<file path="config.mk">
export PLATFORM = sky130hd
export DESIGN_NAME = multiplier_datapath_taint_track_word
export DESIGN_NICKNAME = d
export VERILOG_FILES = /design/src/rtl/multiplier_datapath_taint_track_word.sv
export SDC_FILE = /design/constraint.sdc
export NUM_CORES = 1
export LEC_CHECK = 0
export ABC_CLOCK_PERIOD_IN_PS = 2100
export CORE_AREA = 2 2 51 53
export DETAILED_ROUTE_END_ITERATION = 6
export DIE_AREA = 0 0 53 55
export HOLD_SLACK_MARGIN = 0.03
export PLACE_DENSITY = 0.85
export REMOVE_ABC_BUFFERS = 1
export SETUP_SLACK_MARGIN = 0.15
export SLEW_MARGIN = 0
export SYNTH_ARGS = -nofsm -noshare
export SYNTH_HDL_FRONTEND = slang
export SYNTH_SLANG_ARGS = --single-unit
export TNS_END_PERCENT = 5
</file>
<file path="constraint.sdc">
create_clock -name clk -period 2.1 [get_ports clk]
set_clock_uncertainty 0.15 [all_clocks]
set_input_delay 0.42 -clock clk [delete_from_list [all_inputs] [get_ports clk]]
set_output_delay 0.42 -clock clk [all_outputs]
set_load 0.005 [all_outputs]
</file>
<file path="src/rtl/multiplier_datapath_taint_track_word.sv">
// multiplier_datapath_taint_track_word
// Datapath half of a sequential shift-add multiplier with word-level taint.
// Holds the multiplicand (mdReg), the multiplier (mrReg, never shifted) and
// the running sum (rsReg, 2*WIDTH+1 bits; the top bit is the adder carry).
// Running-sum command priority: rsclear > rsload > rsshr.
// Optional build macro DP_CTRL_TAINT_EN: when defined, the taint of each
// control strobe also propagates into the taint of the register it drives.
module multiplier_datapath_taint_track_word #(
  parameter int WIDTH = 4
) (
  input  logic               clk,
  input  logic               rst,
  input  logic [WIDTH-1:0]   multiplicand,
  input  logic               multiplicand_t,
  input  logic [WIDTH-1:0]   multiplier,
  input  logic               multiplier_t,
  input  logic               rsload,
  input  logic               rsclear,
  input  logic               rsshr,
  input  logic               mrld,
  input  logic               mdld,
  input  logic               rsload_t,
  input  logic               rsclear_t,
  input  logic               rsshr_t,
  input  logic               mrld_t,
  input  logic               mdld_t,
  output logic [WIDTH-1:0]   multiplierReg,
  output logic               multiplierReg_t,
  output logic [2*WIDTH-1:0] product,
  output logic               product_t
);

  localparam int PW = 2 * WIDTH;

  logic [WIDTH-1:0] md_q, md_d;
  logic             md_t_q, md_t_d;
  logic [WIDTH-1:0] mr_q, mr_d;
  logic             mr_t_q, mr_t_d;
  logic [PW:0]      rs_q, rs_d;
  logic             rs_t_q, rs_t_d;
  logic [WIDTH:0]   rs_sum;

  // Upper half plus multiplicand; the carry lands in bit 2W of the sum.
  assign rs_sum = {1'b0, rs_q[PW-1:WIDTH]} + {1'b0, md_q};

`ifdef DP_CTRL_TAINT_EN
  logic mdld_e, mrld_e, rsclear_e, rsload_e, rsshr_e;
  assign mdld_e    = mdld | mdld_t;
  assign mrld_e    = mrld | mrld_t;
  assign rsclear_e = rsclear | rsclear_t;
  assign rsload_e  = rsload | rsload_t;
  assign rsshr_e   = rsshr | rsshr_t;
`else
  // Strobe taints have no effect in this build.
  logic unused_strobe_t;
  assign unused_strobe_t = ^{rsload_t, rsclear_t, rsshr_t, mrld_t, mdld_t};
`endif

  // Next-state for data and taint; data always follows the plain strobes.
  always_comb begin
    md_d   = md_q;
    md_t_d = md_t_q;
    mr_d   = mr_q;
    mr_t_d = mr_t_q;
    rs_d   = rs_q;
    rs_t_d = rs_t_q;

    if (mdld) md_d = multiplicand;
    if (mrld) mr_d = multiplier;

    if (rsclear)     rs_d = '0;
    else if (rsload) rs_d[PW:WIDTH] = rs_sum;
    else if (rsshr)  rs_d = {1'b0, rs_q[PW:1]};

`ifdef DP_CTRL_TAINT_EN
    if (mdld_e) md_t_d = multiplicand_t | mdld_t;
    if (mrld_e) mr_t_d = multiplier_t | mrld_t;

    if (rsclear_e)     rs_t_d = rsclear_t;
    else if (rsload_e) rs_t_d = rs_t_q | md_t_q | rsload_t;
    else if (rsshr_e)  rs_t_d = rs_t_q | rsshr_t;
`else
    if (mdld) md_t_d = multiplicand_t;
    if (mrld) mr_t_d = multiplier_t;

    if (rsclear)     rs_t_d = 1'b0;
    else if (rsload) rs_t_d = rs_t_q | md_t_q;
`endif
  end

  // State registers; synchronous reset overrides any command in the same cycle.
  always_ff @(posedge clk) begin
    if (rst) begin
      md_q   <= '0;
      md_t_q <= 1'b0;
      mr_q   <= '0;
      mr_t_q <= 1'b0;
      rs_q   <= '0;
      rs_t_q <= 1'b0;
    end else begin
      md_q   <= md_d;
      md_t_q <= md_t_d;
      mr_q   <= mr_d;
      mr_t_q <= mr_t_d;
      rs_q   <= rs_d;
      rs_t_q <= rs_t_d;
    end
  end

  assign multiplierReg   = mr_q;
  assign multiplierReg_t = mr_t_q;
  assign product         = rs_q[PW-1:0];
  assign product_t       = rs_t_q;

endmodule

</file>
Word level (Yosys, flattened, before mapping):

Cells that the tools add are included.

* register bits after elaboration: 20
* input port bits: 22
* output and inout port bits: 14
* logic and storage cells: 15

* add/subtract/negate cells: 1
* multiplexer cells: 2
* bitwise logic cells: 2
* reduce and logical (&&, ||, !) cells: 3

Operators by type and width (number)
* 9-bit 2-to-1 mux: 1
* 4-bit by 4-bit adder with 5-bit output: 1
* 5-bit 2-to-1 mux: 1
* 2-bit AND reduction: 1
* 2-bit nonzero test: 1
* 2-bit OR reduction: 1
* 1-bit inverter: 1
* 1-bit OR: 1

Longest topological paths before layout:

Gate-level depths: netlist of run 1.

* depth after elaboration: 2
* mapped depth: 6
* gate-level depth less buffers: 6

Least setup slack after synthesis of run 1:

No wires, ideal clock.

* path kind: register to register
* from: reg rs_q[4]
* to: reg rs_q[8]
* setup time: 0.091 ns
* data arrival time: 1.328 ns
* slack: 0.531 ns
* cell stages (with the launch flop): 7
* buffers on the path: 0
* clock period less this slack: 1.569 ns
* path through: dfxtp_1 > ha_1 > inv_1 > fa_1 > nor2b_1 > o21ai_0 > a311oi_1

* longest elaborated chain between the ends: 2

RTL lines
* from (decl): RTL line 39 `logic [PW:0] rs_q, rs_d;`
* from (signal assigned): RTL line 105 `rs_q <= rs_d;`
* 4-bit by 4-bit adder with 5-bit output: RTL line 44 `assign rs_sum = {1'b0, rs_q[PW-1:WIDTH]} + {1'b0, md_q};`
* 5-bit 2-to-1 mux: RTL line 72 `else if (rsload) rs_d[PW:WIDTH] = rs_sum;`

No other way between the ends.
A chain may end at the register's enable or synchronous reset.

Final worst setup path of run 1:

* from: reg rs_q[5]
* to: out product[5]

RTL lines
* to (decl): RTL line 29 `output logic [2*WIDTH-1:0] product,`

No word-level cell between the ends.

==> results of run 1 <==
[final cells by class]
type	count	area, µm²
clock buffer	3	22.52
clock inverter	1	30.03
fill	224	1105
inverter	5	18.77
multi-input combinational	64	442.9
sequential	20	400.4
tap	30	37.54
timing repair buffer	31	307.8
[registers in the layout, summed over array words and instances (netlist names)]
signal,count
product_t,1
md_t_q,1
multiplierReg,4
multiplierReg_t,1
md_q,4
rs_q,9
[path summary, 6_finish.rpt]
path | depth (start not counted) | endpoint
min | 2 | rs_q[0]
min reg2reg | 2 | rs_q[0]
max | 1 | product[5]
max reg2reg | 6 | rs_q[8]
[power breakdown]
part / leakage (nW) / switching, W / internal (W)
Combinational: 0.304 / 0.0000433 / 0.0000671
Sequential: 0.164 / 0.0000103 / 0.000395
Clock: 0.0279 / 0.000124 / 0.000193
Total: 0.496 / 0.000178 / 0.000654
[per-layer routing]
metal | share of wire | global-route usage
met4 | 0.0068 | 0.06410
met3 | 0.070 | 0.03495
met5 | 0 | 0
met2 | 0.50 | 0.2604
met1 | 0.42 | 0.1549
[placed cells by master (no fill, tap or decap), drive strengths merged, types with 3 or more instances in the layout]
master / count
mux2i: 11
clkbuf: 3
a21oi: 8
clkdlybuf4s50: 30
nand2: 9
inv: 5
dfxtp: 20
a211oi: 5
nor2b: 4
ha: 4
nor2: 12
[per-stage QoR]
| stage | power, W | instance area, µm² | utilization | setup WS [ns] | hold slack [ns] |
|---|---|---|---|---|---|
| 2_1_floorplan | 0.0004554 | 862.1 | - | 0.5082 | 0.3027 |
| 5_1_grt | 0.0008739 | 1260 | 0.5328 | 0.1905 | 0.3462 |
| 4_1_cts | 0.0008428 | 1260 | 0.5328 | 0.2657 | 0.3219 |
| 3_5_place_dp | 0.0005249 | 1207 | 0.5106 | 0.1820 | 0.3043 |
| 6_report | 0.0008323 | 1260 | 0.5328 | 0.2776 | 0.3181 |
| 3_3_place_gp | 0.0005195 | 1207 | 0.5106 | 0.2156 | 0.2921 |
[logic make-up after synthesis]
group | Yosys count
buffers and inverters | 19
AOI/OAI and AO/OA | 15
xor gates and xnor gates | 1
muxes | 12
and+or+nand+nor | 31
DFF | 20
adders and majority gates | 5
==> impl_results.md, run 1 <==
- Status: finished clean
- CP Max Fanout: 5
- Post-placement cell count: 150
- Critical Path Start: rs_q[5]
- Crit path buf inv count: 1
- Via Count: 760
- Compound-Gate Fraction of Synth Area: 0.09481
- Cell row count: 18
- Ys flop type: dfxtp_1
- Port bufs: 30
- Die Area: 2915 µm²
- Vias/cell: 4.935
- Pleak: 0.4957 nW
- WP data required: 1.53 ns
- Crit. End Element: primary output
- First-pass GRT wire length: 3015 µm
- Sink Count: 20
- CTS tree: built
- Die width: 53 µm
- Layout area overhead: 30.78%
- Critical Path Slowest Stage Cell: clkdlybuf4s50_1
- Tmin final: 1.822 ns
- Starting density of the core: 0.4074
- Final Hold Viols: 0
- Yosys warns: 0
- Vias in the first global route: 742
- Antenna Nets Post-Route: 0
- Post-CTS setup buffers: 0
- Syn_area_per_cell: 9.354 µm²
- Post-Syn Area: 963.4 µm²
- Top-area cell type share of the netlist area: 0.4156
- FF+latch count, synth: 20
- Die height: 55 µm
- CTS H-tree depth: 1
- Detail Placement HPWL: 1408 µm
- Hold path start: rs_q[0]
- Post-CTS sizing: 0
- Pre-antenna DRT Iters: 3
- Initial antenna violation count: 0
- Root Buffer: clkbuf_4
- Post-synth EDFFs: 0
- Worst min path class: reg2reg
- Slew headroom: 0.5961
- GP Congestion: 0.7654
- Setup TNS: 0 ns
- Crit path cell chain: clkdlybuf4s50_1
- Worst slew pin tran: 0.6059 ns
- Final wirelength: 1771 µm
- # DRC: 0
- Share of layout cells above drive strength 1: 0.04839
- Synth unique cells: 24
- Non-Filler Instances: 154
- CTS Hold Bufs: 0
- R2r setup slk: 0.33 ns
- Iteration-0 DRC Markers: 7
- Post-synthesis mux area share: 0.1260
- Worst-path clk slew: 0.12 ns
- Total track usage: 0.1419
- Most frequent cells after synthesis: dfxtp_1, nor2_1, mux2i_1
- WP data arrival: 1.25 ns
- Yosys top cell by area: dfxtp_1
- Max clock buf depth: 2
- RSZ-0062 raised after global routing: no
- Top Ports: 36
- Cts bufs inserted: 3
- CP peak stage delay: 0.53 ns
- Antenna diodes: 0
- CP Class: reg2out
- Largest cells by area after synthesis: dfxtp_1, mux2i_1, buf_4
- Largest net degree at the start of global routing: 14
- Count leader, synth: dfxtp_1
- Synth Area in Simple Gates: 0.1571
- Setup violators final: 0
- CP top delay family: buffers and inverters
- Area share of fa/ha/maj cells after synthesis: 0.07273
- Period utilization: 0.8678
- Async set-reset flop share out of synthesis: 0
- Post-synthesis xor/xnor area fraction: 0.009091
- Cells after Synth: 103
- Highest clock rate: 548.7 MHz
- Worst-case vdd ir drop: 0.4071 mV
- P per Cell Area: 660.6 nW/µm²
- Sequential fraction of the synthesis area: 0.4156
- Slew Viols, Final: 0
- Main combinational cell family by area after synthesis: simple AND/OR/NAND/NOR gates
- FF-to-FF Start: rs_q[4]
- Worst setup SP type: flop
- Core area: 2365 µm²
- Grt total ovfl: 0
- Final nets: 152
- Max-cap violations: 0
- Skew-Pair Late Insertion Delay: 0.30 ns
- Avg WL per Cell: 11.50 µm
No activity file was read; power rests on OpenSTA's default activity.
==> run 2, diff against run 1 <==
Settings changed: SKIP_CTS_REPAIR_TIMING set to 1, SLEW_MARGIN 0 to not set.
==> results of run 2 <==
Final layout, timing and power as in run 1 (identical DEF).
